## src/rtl/gf2_kara_seq.sv

```systemverilog
// 8x8 carry-less multiplier built from one time-shared 4x4 core (Karatsuba, 3 partial products).
// Optional reduction modulo x^8 + POLY enabled by defining KARA_REDUCE_EN.
module gf2_kara_seq #(
  parameter logic [7:0] POLY = 8'h1B
) (
  input  logic        clk,
  input  logic        rst_n,
  input  logic        in_valid,
  output logic        in_ready,
  input  logic [7:0]  a,
  input  logic [7:0]  b,
  output logic        out_valid,
  input  logic        out_ready,
  output logic [15:0] product,
  output logic        busy
);

`ifdef KARA_REDUCE_EN
  typedef enum logic [2:0] {S_IDLE, S_P0, S_P1, S_P2, S_RED, S_DONE} state_t;
`else
  typedef enum logic [2:0] {S_IDLE, S_P0, S_P1, S_P2, S_DONE} state_t;
`endif

  state_t      state_q;
  logic [7:0]  a_q, b_q;
  logic [7:0]  d0_q, d1_q, d2_q;
  logic [15:0] product_q;
  logic        out_valid_q;

  logic [3:0]  mul_x_d, mul_y_d;
  logic [7:0]  mul_res_d;
  logic [7:0]  mid_d;
  logic [15:0] kara_d;

  function automatic logic [7:0] clmul4(input logic [3:0] x, input logic [3:0] y);
    logic [7:0] r;
    r = 8'h00;
    for (int i = 0; i < 4; i++) begin
      if (y[i]) r = r ^ ({4'h0, x} << i);
    end
    return r;
  endfunction

`ifdef KARA_REDUCE_EN
  // Fold bits 14..8 down one at a time; x^8 == POLY in the field.
  function automatic logic [15:0] reduce(input logic [15:0] p);
    logic [15:0] r;
    r = p;
    for (int i = 14; i >= 8; i--) begin
      if (r[i]) r[i -: 9] = r[i -: 9] ^ {1'b1, POLY};
    end
    return {8'h00, r[7:0]};
  endfunction
`else
  logic unused_poly;
  assign unused_poly = ^POLY;
`endif

  // The single shared multiplier: operand halves selected by the current step.
  always_comb begin
    mul_x_d = a_q[3:0];
    mul_y_d = b_q[3:0];
    case (state_q)
      S_P1: begin
        mul_x_d = a_q[3:0] ^ a_q[7:4];
        mul_y_d = b_q[3:0] ^ b_q[7:4];
      end
      S_P2: begin
        mul_x_d = a_q[7:4];
        mul_y_d = b_q[7:4];
      end
      default: ;
    endcase
  end

  assign mul_res_d = clmul4(mul_x_d, mul_y_d);
  assign mid_d     = mul_res_d ^ d1_q ^ d0_q;
  assign kara_d    = {mul_res_d[7:4], mul_res_d[3:0] ^ mid_d[7:4],
                      d0_q[7:4] ^ mid_d[3:0], d0_q[3:0]};

  always_ff @(posedge clk or negedge rst_n) begin
    if (!rst_n) begin
      state_q     <= S_IDLE;
      a_q         <= 8'h00;
      b_q         <= 8'h00;
      d0_q        <= 8'h00;
      d1_q        <= 8'h00;
      d2_q        <= 8'h00;
      product_q   <= 16'h0000;
      out_valid_q <= 1'b0;
    end else begin
      case (state_q)
        S_IDLE: begin
          if (in_valid) begin
            a_q     <= a;
            b_q     <= b;
            state_q <= S_P0;
          end
        end
        S_P0: begin
          d0_q    <= mul_res_d;
          state_q <= S_P1;
        end
        S_P1: begin
          d1_q    <= mul_res_d;
          state_q <= S_P2;
        end
        S_P2: begin
          d2_q      <= mul_res_d;
          product_q <= kara_d;
`ifdef KARA_REDUCE_EN
          state_q   <= S_RED;
`else
          out_valid_q <= 1'b1;
          state_q     <= S_DONE;
`endif
        end
`ifdef KARA_REDUCE_EN
        S_RED: begin
          product_q   <= reduce(product_q);
          out_valid_q <= 1'b1;
          state_q     <= S_DONE;
        end
`endif
        S_DONE: begin
          if (out_ready) begin
            out_valid_q <= 1'b0;
            state_q     <= S_IDLE;
          end
        end
        default: state_q <= S_IDLE;
      endcase
    end
  end

  // Gated by rst_n so the block never advertises readiness while held in reset.
  assign in_ready  = rst_n & (state_q == S_IDLE);
  assign busy      = (state_q != S_IDLE);
  assign out_valid = out_valid_q;
  assign product   = product_q;

endmodule
```

## config.mk

```make
export PLATFORM = sky130hd
export DESIGN_NAME = gf2_kara_seq
export DESIGN_NICKNAME = d
export VERILOG_FILES = /design/src/rtl/gf2_kara_seq.sv
export SDC_FILE = /design/constraint.sdc
export NUM_CORES = 1
export LEC_CHECK = 0
export BUFFER_PORTS_ARGS = -buffer_cell sky130_fd_sc_hd__buf_2
export CORE_UTILIZATION = 56
export CTS_CLUSTER_SIZE = 14
export DETAILED_ROUTE_END_ITERATION = 8
export HOLD_SLACK_MARGIN = 0.05
export PLACE_DENSITY = 0.78
export SETUP_SLACK_MARGIN = 0.2
export SYNTH_ARGS = -nofsm -noshare
export SYNTH_HDL_FRONTEND = slang
export SYNTH_SLANG_ARGS = --single-unit
```

## constraint.sdc

```tcl
create_clock -name clk -period 6.2 [get_ports clk]
set_input_delay 1.24 -clock clk [delete_from_list [all_inputs] [get_ports clk]]
set_output_delay 1.24 -clock clk [all_outputs]
set_load 0.02 [all_outputs]
```

==> impl_results.md <==
* Status: completed
* Wl on met1 at ~2200 microns
* Setup TNS at 0 ns
* IR drop worst, VDD at 272.7 uV
* Worst-path fanout max at 50
* Hold depth at 2
* Count of buffer and inverter cells on the critical path at 3
* Routed wire length at 4283 microns
* CP Launch Type: input port
* Starting DRC count in detailed routing at 105
* Cells after synthesis at 249
* Die area at 0.004673 sq mm
* Chip Height at around 68 microns
* Clk_lat worst skew at 0.31 ns
* First-pass GRT wire length at 7396 microns
* PwrDens at approximately 660 mW/mm^2
* Avg Inst Size Synth at approximately 10 sq um
* Die width at 68.36 microns
* Ys Warns at 0
* Most used cell along the critical path: buf_2
* Initial antenna violation count at 0
* Drt via density at 5.292
* Non-filler cells, final at 332
* Multi-input logic area at about 0.0011 sq mm
* Num CTS Buffers at 5
* DRC at 0
* Layout cell share with drive strength beyond 1 at 23.76%
* Min-delay src: product[9]
* Total power at 0.001833 W
* GR Util All Layers at 22.01%
* Period minus WS final at about 3.4 ns
* Largest net degree at the start of global routing at 51
* Remaining antenna violation count after routing at 0
* PortBufs at 37
* Cts hold-fix bufs at 0
* Starting density of the core at about three fifths
* Yosys reg bits at 49
* Via count at 1757
* Number of max-cap violations at 0
* Cell variety after synth at 36
* P&R area growth vs syn at 12.33%
* Final-layout fill cell count at between 300 and 400
* Worst-Margin Slew at 0.7321 ns
* Nets at 301
* Clock Sinks at a little under 50
* Kind of critical path: in2out
* RR Startpoint: state_q[2]
* Setup Skew at 0.006465 ns
* # setup viols final at 0
* Met2 WL at 1893 microns
* Max-slew violation count at 0
* Internal reg-to-reg setup slack at 3.69 ns
* RSZ-0062 raised after global routing: no
* Hold WC Path Type: reg2reg
* Sequential share of the synthesized area at 49.72%
* Diodes inserted at 0
* Final Worst Setup Slack at between 2 and 3 ns
* Num rows at 23
* Synth Cell Area at approximately 0.0025 sq mm
* Deepest clock path buffer count at 2
* Met3 WL at around 130 microns
* Uppermost layer routed: met4
* Period utilization at ~55%
* Top delay family on crit path: buffers and inverters
* Reg2Reg Capture Point: product[10]
* Final Hold Fails at 0
* Fmax at 291.4 MHz
* GP Congestion at 0.8910
* Post-CTS setup buffer count at 0
* DRT Pass-1 Iters at 4
* DP HPWL at 3105 microns
* Vias in the first global route at 1534
* H-tree levels at 2
* Hold endpoint: product[9]
* # IOs at 39
* Worst endpoint data arrival time at between 2 and 2.5 ns
* Wirelength per Cell at 12.90 microns
* Crit path cell chain: buf_2 > buf_4 > and2_1 > buf_2
* WP data required at 4.96 ns
* TritonCTS clock tree: done
* Clock slew at reported path FFs at 0.09 ns
* Slew HR at 51.20%
* Mapped Nets at about 270
* R2r worst-path depth at 7
* Register Area at 0.001226 sq mm
* Placeable Area at 0.004115 sq mm
* Post-CTS Resized at 0
* Max stage delay cell, worst path: buf_4
* Total gr overflow at 0
* CP endpoint kind: output port
* Worst path max stage delay at approximately 0.5 ns
* Leakage at 1.331 nW
* CTS root buffer: clkbuf_8
* Post-place setup slack at 2.723 ns
* Post-Place Cells at 324
==> worst min-delay path: cells and delay by family (launching register included) <==
family / cells / cell delay (ns)
compound gates: 1 / 0.06
flops: 1 / 0.35
simple gates: 1 / 0.05
==> flip-flops by register name, summed over array words and instances (netlist names) <==
signal     cells
out_valid      1
d1_q           7
d0_q           7
b_q            8
a_q            8
state_q        3
product       15
==> stage by stage <==
stage          util [%]  hold WS, ns  instance area (sq um)
3_5_place_dp      64.52       0.4649                   2655
6_report          67.32       0.4799                   2770
2_1_floorplan         -       0.4516                   2466
4_1_cts           67.32       0.4869                   2770
5_1_grt           67.32       0.5255                   2770
3_3_place_gp      64.52       0.4562                   2655
==> layout make-up <==
cell class	instances	share of cell area, %
Clock buffer	5	2.484
Tap cell	50	2.258
Multi-Input combinational cell	178	41.15
Timing Repair Buffer	38	6.956
Sequential cell	49	44.26
Inverter	9	1.220
Clock inverter	3	1.671
==> metal layers <==
layer | vias up | track usage [%]
li1 | 909 | -
met1 | 806 | 29.35
met2 | 35 | 33.46
met3 | 7 | 5.167
met4 | 0 | 10.68
met5 | - | 0
==> worst max path at each step <==
stage / startpoint / end / cells after the start
after detailed placement: rst_n / in_ready / 4
after floorplan: rst_n / in_ready / 1
after CTS: rst_n / in_ready / 4
after global placement: rst_n / in_ready / 4
after global routing: rst_n / in_ready / 4
final: rst_n / in_ready / 4
==> report_power, final <==
| group | internal, W | total, W | switching [W] |
|---|---|---|---|
| registers | 0.000469 | 0.000578 | 0.000110 |
| clock network | 0.000121 | 0.000232 | 0.000111 |
| logic | 0.000477 | 0.00102 | 0.000546 |
==> kinds of logic (layout without fill, tap and decap cells) <==
logic type,count (synthesis),after routing,share of synthesized area (%)
muxes,15,15,6.849
other,1,1,0.1521
AOI/OAI and AO/OA,50,50,11.82
xor gates and xnor gates,20,20,9.944
buffers and inverters,22,55,4.059
DFF,49,49,49.72
and+or+nand+nor,92,92,17.45
==> cells in the mapped netlist <==
library cell | count | area share, %
a211o_1 | 1 | 0.36
a21oi_1 | 4 | 0.81
a22oi_1 | 1 | 0.30
and2_1 | 2 | 0.51
and2b_1 | 1 | 0.30
and3_1 | 3 | 0.76
and3_4 | 1 | 0.46
and4_4 | 1 | 0.46
buf_2 | 2 | 0.41
buf_4 | 2 | 0.61
buf_6 | 1 | 0.46
clkbuf_1 | 8 | 1.2
conb_1 | 1 | 0.15
dfrtp_1 | 49 | 50
inv_1 | 8 | 1.2
inv_2 | 1 | 0.15
mux2_2 | 15 | 6.8
nand2_1 | 55 | 8.4
nand2b_1 | 2 | 0.51
nand3_1 | 7 | 1.4
nand3b_1 | 2 | 0.61
nor2_1 | 8 | 1.2
nor3_1 | 1 | 0.20
o211ai_1 | 7 | 2.1
o211ai_2 | 2 | 1.0
o21a_1 | 1 | 0.30
o21ai_0 | 32 | 6.5
o21ai_1 | 2 | 0.41
or3_1 | 6 | 1.5
or4_1 | 1 | 0.30
or4b_1 | 1 | 0.41
or4b_2 | 1 | 0.41
xnor2_1 | 12 | 4.3
xnor3_1 | 4 | 3.7
xor2_1 | 3 | 1.1
xor3_1 | 1 | 0.96
==> placed cells by master (no fill, tap or decap), drive strengths merged <==
cell type  Yosys  layout
nand3          7       7
xor2           3       3
o21ai         34      34
clkinvlp       0       1
o21a           1       1
or3            6       6
a22oi          1       1
nand2         55      55
xnor3          4       4
a211o          1       1
bufinv         0       1
or4            1       1
nor3           1       1
a21oi          4       4
inv            9       9
conb           1       1
nor2           8       8
xnor2         12      12
o211ai         9       9
buf            5      38
xor3           1       1
mux2          15      15
clkinv         0       1
nand2b         2       2
and4           1       1
and3           4       4
dfrtp         49      49
clkbuf         8       5
nand3b         2       2
and2           2       2
and2b          1       1
or4b           2       2
(Power assumes the default switching activity.)
